**src/rtl/serial_adder_pkg.sv**
```systemverilog
// serial_adder_pkg: shared state encoding and width bounds for the bit-serial adder
package serial_adder_pkg;
  localparam int WIDTH_MIN = 2;
  localparam int WIDTH_MAX = 64;
  typedef enum logic [1:0] {
    S_IDLE = 2'd0,
    S_RUN  = 2'd1,
    S_DONE = 2'd2
  } state_t;
endpackage

```
**src/rtl/serial_adder_fa_cell.sv**
```systemverilog
// fa_cell: 1-bit combinational full adder
module fa_cell (
  input  logic a,
  input  logic b,
  input  logic ci,
  output logic s,
  output logic co
);
  assign s  = a ^ b ^ ci;
  assign co = (a & b) | (ci & (a ^ b));
endmodule

```
**src/rtl/serial_adder.sv**
```systemverilog
// serial_adder: LSB-first bit-serial adder with start/busy/done handshake
module serial_adder
  import serial_adder_pkg::*;
#(
  parameter int WIDTH = 8
) (
  input  logic             clk,
  input  logic             rst_n,
  input  logic             start,
  input  logic [WIDTH-1:0] op1,
  input  logic [WIDTH-1:0] op2,
  input  logic             cin,
  output logic             busy,
  output logic             done,
  output logic [WIDTH-1:0] sum,
  output logic             carry
);
  localparam int CNT_W = $clog2(WIDTH);
  localparam logic [CNT_W-1:0] LAST = CNT_W'(WIDTH - 1);
  if (WIDTH < WIDTH_MIN || WIDTH > WIDTH_MAX) begin : g_bad_width
    $error("serial_adder: WIDTH out of range");
  end
  state_t           state;
  logic [WIDTH-1:0] a_sr, b_sr;
  logic [WIDTH-2:0] r_sr;
  logic             c_ff, s, co;
  logic [CNT_W-1:0] cnt;
  logic [WIDTH-1:0] nxt;
  fa_cell u_fa (.a(a_sr[0]), .b(b_sr[0]), .ci(c_ff), .s(s), .co(co));
  // r_sr keeps only the upper result bits; the full word is formed when s arrives
  assign nxt = {s, r_sr};
  always_ff @(posedge clk) begin
    if (!rst_n) begin
      state <= S_IDLE;
      a_sr  <= '0;
      b_sr  <= '0;
      r_sr  <= '0;
      c_ff  <= 1'b0;
      cnt   <= '0;
      sum   <= '0;
      carry <= 1'b0;
      busy  <= 1'b0;
      done  <= 1'b0;
    end else begin
      done <= 1'b0;
      case (state)
        S_RUN: begin
          a_sr <= a_sr >> 1;
          b_sr <= b_sr >> 1;
          r_sr <= (WIDTH-1)'(nxt >> 1);
          c_ff <= co;
          cnt  <= cnt + 1'b1;
          if (cnt == LAST) begin
            sum   <= nxt;
            carry <= co;
            done  <= 1'b1;
            state <= S_DONE;
          end
        end
        default: begin
          if (start) begin
            a_sr  <= op1;
            b_sr  <= op2;
            c_ff  <= cin;
            cnt   <= '0;
            busy  <= 1'b1;
            state <= S_RUN;
          end else begin
            busy  <= 1'b0;
            state <= S_IDLE;
          end
        end
      endcase
    end
  end
endmodule

```
**config.mk**
```make
export PLATFORM = sky130hd
export DESIGN_NAME = serial_adder
export DESIGN_NICKNAME = d
export VERILOG_FILES = /design/src/rtl/serial_adder_pkg.sv /design/src/rtl/serial_adder_fa_cell.sv /design/src/rtl/serial_adder.sv
export SDC_FILE = /design/constraint.sdc
export NUM_CORES = 1
export LEC_CHECK = 0
export ABC_AREA = 1
export CORE_MARGIN = 10
export CORE_UTILIZATION = 45
export DETAILED_ROUTE_END_ITERATION = 6
export PLACE_DENSITY_LB_ADDON = 0.12
export SKIP_CTS_REPAIR_TIMING = 1
export SYNTH_ARGS = -nofsm -noshare
export SYNTH_HDL_FRONTEND = slang
export SYNTH_SLANG_ARGS = --single-unit
export TNS_END_PERCENT = 5
```
**constraint.sdc**
```tcl
create_clock -name clk -period 2 [get_ports clk]
set_input_delay 0.5 -clock clk [delete_from_list [all_inputs] [get_ports clk]]
set_output_delay 0.5 -clock clk [all_outputs]
set_load 0.1 [all_outputs]
```
# Yosys cells after proc, flatten, opt, wreduce, memory -nomap -nowiden
# Index checks and enable logic that the tools add are counted.
[totals]
reg_bits = 40
inputBits = 20
output_inout_bits = 11
wordCells = 39
[classes]
n_addsub = 1
eq_ne = 3
mux = 13
bitwise_logic = 6
reduce_logical = 4
[ops]
columns = ["operator", "count"]
rows = [
  ["$mux W7", 4],
  ["$mux W3", 2],
  ["$mux W1", 5],
  ["$mux W2", 2],
  ["$reduce_and A2 Y1", 2],
  ["$add A3 B1 Y3 const B", 1],
  ["$eq A3 B3 Y1 const B", 1],
  ["$and A1 B1 Y1", 2],
  ["$eq A2 B1 Y1 const B", 1],
  ["$ne A2 B2 Y1 const B", 1],
  ["$reduce_bool A2 Y1", 1],
  ["$reduce_or A2 Y1", 1],
  ["$xor A1 B1 Y1", 2],
  ["$not A1 Y1", 1],
  ["$or A1 B1 Y1", 1],
]

# Depth between registers and ports, before layout
# Gate-level depths: netlist of the first run.
[logic_depth]
word_depth = 4
mapped_depth = 7
depth_no_buf = 6

# By module
# From an unflattened synthesis of the first run, not the netlist that was laid out.
[unflattened]
hier_cells = 218
area_unflattened_um2 = 1637.8
[by_module_without_submodules]
columns = ["module", "instances", "cells_each", "area_each_um2", "seq_area_each_um2"]
rows = [
  ["serial_adder", 1, 217, 1617.8, 800.8],
  ["fa_cell", 1, 1, 20.0, 0.0],
]

# Least setup slack after synthesis of the first run
# No wires, ideal clock.
[synth_path]
path_type = "flip-flop to output port"
start = "reg carry"
end = "out carry"
t_arrival_ns = 0.925
required_time_ns = 1.500
path_slack_ns = 0.575
path_stages_with_launch = 1
path_cell_list = "dfxtp_1"
[synth_rtl]
columns = ["element", "line", "rtl"]
rows = [
  ["from (decl)", "serial_adder.sv:16", "output logic carry"],
  ["from (signal assigned)", "serial_adder.sv:55", "carry <= co;"],
]
# No word-level cell between the ends.

==> impl_metrics.toml, run 1 <==
[critical_path]
crit_buf_inv = 2
r2r-end = "r_sr[3]$_SDFFE_PN0P_"
r2r_setup_slack_ns = 0.68
worstSetupStartpoint = "rst_n"
cp-end-kind = "flip-flop"
crit_fanout = 24
crit_path_max_incr_delay_ns = 0.49
startpoint_type = "primary input"
cp_cell_sequence = "clkdlybuf4s50_1 -> buf_4 -> nand2_1 -> o22ai_1"
arrival_ns = 1.71
rr_startpoint = "state[1]$_SDFFE_PN0P_"
slowest_stage = "clkdlybuf4s50_1"
cp_top_family = "buffers and inverters"
cp_data_required_time_ns = 2.21
worstSetupPathType = "primary input to flip-flop"
reg2regPathDepth = 4

[placement]
gp_congestion = 0.796
dp.cells = 288
hpwl_mm = 2.47
dpl_worst_slack_ns = 0.215
portBuffers = 30

[min_path]
hold_start = "r_sr[0]$_SDFFE_PN0P_"
hold_path_end = "sum[0]$_SDFFE_PN0P_"
worstHoldPathCells = 2
min_path_type = "flip-flop to flip-flop"

[logic_synthesis]
avgSynthCellArea_um2 = 7.68
syn_nets = 241
yosys_warnings = 0
yosysSeqAreaShare_pct = 47.8
yosysUniqueCellTypes = 21
synth_cells = 218
ys_ff_latch = 40
syn_area_mm2 = 0.00167

[timing]
worst_pin_slew_ns = 0.391
worst_clock_skew_ns = 0.00310
rsz0062_at_grt = "no"
final.min_clock_period_ns = 1.49
finalSetupViolations = 0
hold_ws_ns = 0.451
setup_tns_ns = 0
fin_crit_sh_pct = 74.6
setup_ws_ns = 0.508
finalHoldViolCount = 0
final_max_slew_viol_count = 0
maxSlewHeadroom_pct = 73.9
timing.fmax_ghz = 0.670

[power]
switching_share_pct = 23.8
power.internal_w = 0.00121
combinationalPowerShare_pct = 11.2
seq_power_share_pct = 53.0
p_clk_share_pct = 35.8
power_density_mw_per_mm2 = 733
p_sw_w = 0.000378
ir_worst_vdd_mv = 0.485
p_leak_nw = 0.961

[floorplanning]
fp-row-count = 22
start_util_pct = 46.1
ioPinCount = 31
dieHeight_um = 81.0
die_w_um = 81.0
die_area_mm2 = 0.00656
fp.coreArea_mm2 = 0.00363

[grt]
antenna_found_initial = 0
grt_pass1_wl_mm = 5.95
grt_pass1_vias = 1310
grt_use_total_pct = 11.4
grt_start_max_net_pins = 36
grt_overflow_total = 0

[drt]
ant_nets = 0
drc_errors = 0
wire_per_inst_um = 11.9
first_iter_violations = 88
routed_via_density = 4.80
firstDrtPassIters = 4
totalWireLength_mm = 3.52
via_count = 1415

[clock_tree]
cts_root_buf = "clkbuf_8"
cts_htree_levels = 2
clock_sinks = 40
clockBufferDepth = 2
numCtsBuffers = 5
insertion_delay_ns = 0.29
cts_tree = "yes"
clkTransAtPathRegs_ns = 0.07

[final_layout]
syn_to_final_growth_pct = 29.3
antenna_cells = 0
final_net_count = 270
final_cells = 295
final_util_pct = 59.6
layout-drive-gt1-share_pct = 12.6

[flow_run]
cap_viol_max_count = 0

[run_status]
status = "completed"
==> area by class of cell <==
class                           instances  area (µm²)
Sequential cell                        40         801
Timing Repair Buffer                   33         420
Inverter                               25        93.8
Multi-Input combinational cell        142         693
Clock buffer                            7        96.3
Tap cell                               48        60.1
Fill cell                             366        1470
==> sequential cells by signal, summed over array words and instances, names as in the netlist <==
name,cells
busy,1
sum,8
cnt,3
done,1
state,2
a_sr,8
carry,1
b_sr,8
c_ff,1
r_sr,7
==> cells in the final DEF (no fill, tap or decap), drive strengths merged <==
master         Yosys  final
a21oi              9      9
buf               10     14
clkbuf             1      7
clkdlybuf4s50      0     19
dfxtp             40     40
fa                 1      1
ha                 2      2
inv               25     25
nand2             64     64
nand3             48     48
nor2               7      7
nor3               1      1
o21ai              5      5
o22ai              5      5
==> routing by layer <==
metal / track usage (%) / share of wire (%) / vias to the layer above / wire length (µm)
li1: - / - / 753 / -
met1: 14.4 / 50 / 630 / 1750
met2: 16.6 / 43 / 27 / 1500
met3: 5.08 / 6.4 / 5 / 224
met4: 4.15 / 1.3 / 0 / 46
met5: 0 / 0 / - / 0
==> how the worst max path moves through the flow <==
stage                                       to  depth (start not counted)
after floorplan                          carry                          0
after global placement    r_sr[1]$_SDFFE_PN0P_                          4
after detailed placement  r_sr[3]$_SDFFE_PN0P_                          4
after CTS                 r_sr[3]$_SDFFE_PN0P_                          4
after global routing      r_sr[3]$_SDFFE_PN0P_                          4
final                     r_sr[3]$_SDFFE_PN0P_                          4
==> worst min-delay path, cell delays in order, from the launching register on <==
cell     delay (ns)
dfxtp_1        0.31
nand2_1        0.06
nand2_1        0.04
==> power by group through the flow <==
stage	clock, W	sequential [W]	combinational, W
final	0.000568	0.000841	0.000177
after global placement	0	0.000859	0.000178
after detailed placement	0	0.000859	0.000178
after global routing	0.000613	0.000844	0.000198
after floorplan	0	0.000867	0.000110
after CTS	0.000582	0.000841	0.000179
==> Yosys cell counts <==
cell	number	area (µm²)
a21oi_1	9	45.0
nor2_2	1	6.26
nand2_4	1	11.3
nand2_1	62	233
nor3_1	1	5.00
o21ai_0	3	15.0
inv_1	21	78.8
buf_2	3	15.0
clkbuf_1	1	3.75
nand3_1	48	240
fa_1	1	20.0
nand2_2	1	6.26
nor2_1	3	11.3
ha_1	2	25.0
buf_6	4	45.0
inv_2	4	15.0
buf_4	3	22.5
nor2_4	3	33.8
o21ai_1	2	10.0
o22ai_1	5	31.3
dfxtp_1	40	801
==> through the flow <==
step,instance area [µm²],total power (W)
after floorplan,1670,0.000977
after global placement,2070,0.00104
after detailed placement,2070,0.00104
after CTS,2160,0.00160
after global routing,2160,0.00166
final,2160,0.00159
==> cells by family (layout without fill, tap and decap cells) <==
kind of cell / count (synthesis) / after routing / share of synthesized area, %
buffers and inverters: 36 / 65 / 10.8
AND/OR/NAND/NOR: 120 / 120 / 32.7
AO/OA/AOI/OAI: 19 / 19 / 6.05
flip-flops: 40 / 40 / 47.8
adder cells (fa/ha/maj): 3 / 3 / 2.69
Note: power is estimated with default switching activity, not from simulation.
==> run 2, diff against run 1 <==
Clock period 2 ns to 1.43 ns, I/O delays scaled along.
==> impl_metrics.toml, run 2 (synthesis gave the netlist of run 1 again) <==
[run_status]
status = "completed"

[timing]
finalHoldViolCount = 0
worst_pin_slew_ns = 0.335
setup_ws_ns = 0.173
maxSlewHeadroom_pct = 77.6
rsz0062_at_grt = "no"
final_max_slew_viol_count = 0
fin_crit_sh_pct = 87.9
worst_clock_skew_ns = 0.00375
finalSetupViolations = 0
timing.fmax_ghz = 0.796
final.min_clock_period_ns = 1.26

[final_layout]
layout-drive-gt1-share_pct = 15.3
top_regs = "a_sr (8), b_sr (8), sum (8)"
antenna_cells = 0
layout_common_cells = "62 x nand2_1, 48 x nand3_1, 40 x dfxtp_1, 21 x inv_1, 19 x clkdlybuf4s50_1"
final_net_count = 277
final_cells = 303
syn_to_final_growth_pct = 33.7
final_util_pct = 61.6
mostFrequentLayoutCell = "nand2_1"

[clock_tree]
cts_root_buf = "clkbuf_8"
cts_tree = "yes"
clkTransAtPathRegs_ns = 0.07
cts_htree_levels = 2
numCtsBuffers = 5
clockBufferDepth = 2
insertion_delay_ns = 0.29
clock_sinks = 40

[drt]
firstDrtPassIters = 4
via_count = 1449
wire_per_inst_um = 11.9
wl_met1_mm = 1.77
route.met3.wl_um = 200
routed-wl-met2_mm = 1.60
first_iter_violations = 117
drc_errors = 0
totalWireLength_mm = 3.62
top_layer_used = "met4"
ant_nets = 0
routed_via_density = 4.78

[critical_path]
r2r-end = "sum[3]$_SDFFE_PN0P_"
crit_path_max_incr_delay_ns = 0.36
cp_data_required_time_ns = 1.65
rr_startpoint = "cnt[0]$_SDFFE_PN0P_"
cp_cell_sequence = "ha_1 -> ha_1 -> inv_1 -> nor2_4 -> nand2_1 -> a21oi_1"
cp-end-kind = "flip-flop"
cp_top_family = "flip-flops"
r2r_setup_slack_ns = 0.17
crit_buf_inv = 1
reg2regPathDepth = 6
slowest_stage = "dfxtp_1"
path_common_cell = "ha_1"
worstSetupPathType = "flip-flop to flip-flop"
arrival_ns = 1.48
startpoint_type = "flip-flop"
crit_fanout = 7

[power]
p_clk_share_pct = 34.5
switching_share_pct = 24.7
seq_power_share_pct = 53.3
ir_worst_vdd_mv = 0.556
combinationalPowerShare_pct = 12.2
power_density_mw_per_mm2 = 986
power.internal_w = 0.00166
p_sw_w = 0.000544
p_leak_nw = 1.00

[flow_run]
cap_viol_max_count = 0

[grt]
grt_start_max_net_pins = 21
grt_overflow_total = 0
grt_pass1_wl_mm = 6.09
antenna_found_initial = 0
grt_pass1_vias = 1332
grt_use_total_pct = 11.5

[placement]
hpwl_mm = 2.65
gp_congestion = 0.754
dpl_worst_slack_ns = -0.105
portBuffers = 30
dp.cells = 295

[floorplanning]
start_util_pct = 46.1
fp.coreArea_mm2 = 0.00363
die_w_um = 81.0
ioPinCount = 31
dieHeight_um = 81.0
fp-row-count = 22
die_area_mm2 = 0.00656

[min_path]
worstHoldPathCells = 2
min_path_type = "flip-flop to flip-flop"
hold_path_end = "sum[0]$_SDFFE_PN0P_"
hold_start = "r_sr[0]$_SDFFE_PN0P_"
run 2: how the worst max path moves through the flow:
| stage | to | slack [ns] | depth (start not counted) | from |
|---|---|---|---|---|
| final | sum[3]$_SDFFE_PN0P_ | 0.17 | 6 | cnt[0]$_SDFFE_PN0P_ |
| after global routing | sum[1]$_SDFFE_PN0P_ | 0.04 | 6 | cnt[0]$_SDFFE_PN0P_ |
| after CTS | sum[3]$_SDFFE_PN0P_ | 0.17 | 6 | cnt[0]$_SDFFE_PN0P_ |
| after detailed placement | cnt[1]$_SDFFE_PN0P_ | -0.11 | 5 | start |
| after global placement | cnt[0]$_SDFFE_PN0P_ | -0.08 | 5 | start |
| after floorplan | busy$_SDFFE_PN0N_ | 0.14 | 2 | busy$_SDFFE_PN0N_ |
run 2: routing by layer:
layer,vias up,track usage [%]
met5,-,0
met4,0,4.15
met3,7,4.42
met2,32,17.0
met1,641,14.8
li1,769,-
run 2: worst register-to-register path, cell delays in order, from the launching register on:
cell and delay [ns]:
dfxtp_1 0.36, ha_1 0.17, ha_1 0.18, inv_1 0.09, nor2_4 0.19, nand2_1 0.08
a21oi_1 0.14
run 2: area by class of cell:
cell class,instances,area (µm²)
clock inverter,2,10.0
tap,48,60.1
timing repair buffer,40,498
clock buffer,6,82.6
inverter,25,93.8
multi-input combinational,142,693
fill,340,1400
sequential,40,801
run 2: power by group through the flow:
stage          clock [W]  combinational (W)  sequential (W)
6_report        0.000762           0.000269         0.00118
5_1_grt         0.000835           0.000298         0.00118
4_1_cts         0.000786           0.000272         0.00118
3_5_place_dp           0           0.000269         0.00120
3_3_place_gp           0           0.000270         0.00120
2_1_floorplan          0           0.000154         0.00121
run 2: metrics by stage:
stage / total power, W / hold WS, ns / area [µm²] / setup TNS [ns]
after CTS: 0.00223 / 0.450 / 2240 / 0
after floorplan: 0.00137 / 0.420 / 1670 / 0
after detailed placement: 0.00147 / 0.436 / 2150 / -0.560
final: 0.00221 / 0.449 / 2240 / 0
after global routing: 0.00231 / 0.475 / 2240 / 0
after global placement: 0.00147 / 0.433 / 2150 / -0.354
==> run 3, diff against run 2 <==
Settings changed: CTS_CLUSTER_SIZE set to 10, DONT_BUFFER_PORTS set to 1, RECOVER_POWER set to 50.
==> impl_metrics.toml, run 3 (synthesis gave the netlist of run 1 again) <==
[run_status]
status = "completed"

[critical_path]
r2r_setup_slack_ns = 0.17
cp_data_required_time_ns = 1.07
crit_fanout = 2
cp_cell_sequence = "clkbuf_4"
cp_top_family = "buffers and inverters"
worstSetupStartpoint = "sum[0]$_SDFFE_PN0P_"
slowest_stage = "clkbuf_4"
cp-end-kind = "output pin"
crit_buf_inv = 1
arrival_ns = 0.93
startpoint_type = "flip-flop"
crit_path_max_incr_delay_ns = 0.33
worstSetupPathType = "flip-flop to output pin"
rr_startpoint = "state[1]$_SDFFE_PN0P_"

[clock_tree]
clock_sinks = 40
cts_root_buf = "clkbuf_8"
clkTransAtPathRegs_ns = 0.08
numCtsBuffers = 5
cts_htree_levels = 2
clockBufferDepth = 2
cts_tree = "yes"
insertion_delay_ns = 0.29

[timing]
final_max_slew_viol_count = 0
setup_tns_ns = 0
worst_pin_slew_ns = 0.323
rsz0062_at_grt = "no"
fin_crit_sh_pct = 89.9
timing.fmax_ghz = 0.778
finalSetupViolations = 0
final.min_clock_period_ns = 1.29
maxSlewHeadroom_pct = 78.4
setup_ws_ns = 0.144
finalHoldViolCount = 0
worst_clock_skew_ns = 0.00533

[floorplanning]
die_area_mm2 = 0.00656
ioPinCount = 31
fp-row-count = 22
die_w_um = 81.0
dieHeight_um = 81.0
fp.coreArea_mm2 = 0.00363
start_util_pct = 46.1

[drt]
drc_errors = 0
wire_per_inst_um = 13.0
ant_nets = 0
first_iter_violations = 125
firstDrtPassIters = 4
via_count = 1402
totalWireLength_mm = 3.61
routed_via_density = 5.06

[grt]
antenna_found_initial = 0
grt_start_max_net_pins = 27
grt_pass1_wl_mm = 6.02
grt_pass1_vias = 1331
grt_use_total_pct = 11.6
grt_overflow_total = 0

[power]
switching_share_pct = 22.2
p_sw_w = 0.000521
p_clk_share_pct = 42.6
combinationalPowerShare_pct = 7.3
power.internal_w = 0.00182
power_density_mw_per_mm2 = 1250
p_leak_nw = 0.867
ir_worst_vdd_mv = 0.680
seq_power_share_pct = 50.1

[placement]
gp_congestion = 0.746
dpl_worst_slack_ns = 0.210
hpwl_mm = 2.57
portBuffers = 0

[final_layout]
final_net_count = 251
n_fill_cell = 387
mostFrequentLayoutCell = "nand2_1"
top_regs = "a_sr (8), b_sr (8), sum (8)"
layout_common_cells = "62 x nand2_1, 48 x nand3_1, 40 x dfxtp_1, 23 x inv_1, 9 x a21oi_1"
layout-drive-gt1-share_pct = 12.2
register_area_um2 = 801
antenna_cells = 0
multi_input_area_um2 = 691
syn_to_final_growth_pct = 11.7

[min_path]
hold_start = "rst_n"
min_path_type = "primary input to flip-flop"

[flow_run]
cap_viol_max_count = 0
run 3: changes by cell type in the layout (fill, tap and decap cells not counted), sizes merged:
cell	delta
buf	-13
clkinv	-2
bufinv	+1
clkbuf	+7
clkdlybuf4s50	-19
run 3: per-stage QoR:
step	total power (W)	area (µm²)	instances	util [%]	hold slack, ns
2_1_floorplan	0.00137	1670	218	-	0.420
4_1_cts	0.00237	1880	277	51.7	0.156
3_5_place_dp	0.00138	1750	269	48.2	0.443
6_report	0.00234	1870	277	51.5	0.165
3_3_place_gp	0.00137	1750	269	48.2	0.437
5_1_grt	0.00244	1870	277	51.5	0.157
run 3: final cells by class:
| type | count | share of cell area [%] |
|---|---|---|
| inverters | 25 | 5.02 |
| clock inverters | 1 | 1.61 |
| well taps | 48 | 3.21 |
| flip-flops and latches | 40 | 42.8 |
| clock buffers | 7 | 5.15 |
| repair buffers | 14 | 5.28 |
| multi-input cells | 142 | 36.9 |
run 3: worst register-to-register path, cell delays in order (launching register included):
cell     delay (ns)
dfxtp_1        0.38
inv_1          0.08
nand2_4        0.25
nand2_1        0.26
o22ai_1        0.21
run 3: path summary, 6_finish.rpt:
check	end	cells past startpoint
max	sum[0]	1
min	b_sr[0]$_SDFFE_PN0P_	2
max reg2reg	r_sr[5]$_SDFFE_PN0P_	4
min reg2reg	b_sr[6]$_SDFFE_PN0P_	2
run 3: layer usage:
layer	vias up	part of all wire, %	global-route usage, %	wire (µm)
li1	720	-	-	-
met1	643	45	13.7	1620
met5	-	0	0	0
met4	0	1.2	3.63	42
met2	34	46	17.8	1650
met3	5	8.3	6.40	301
run 3: power groups by stage:
| stage | Clock, W | Sequential [W] | Combinational, W |
|---|---|---|---|
| after floorplan | 0 | 0.00121 | 0.000154 |
| after global placement | 0 | 0.00120 | 0.000171 |
| after detailed placement | 0 | 0.00120 | 0.000175 |
| after CTS | 0.00102 | 0.00117 | 0.000177 |
| after global routing | 0.00107 | 0.00118 | 0.000198 |
| final | 0.000999 | 0.00117 | 0.000172 |
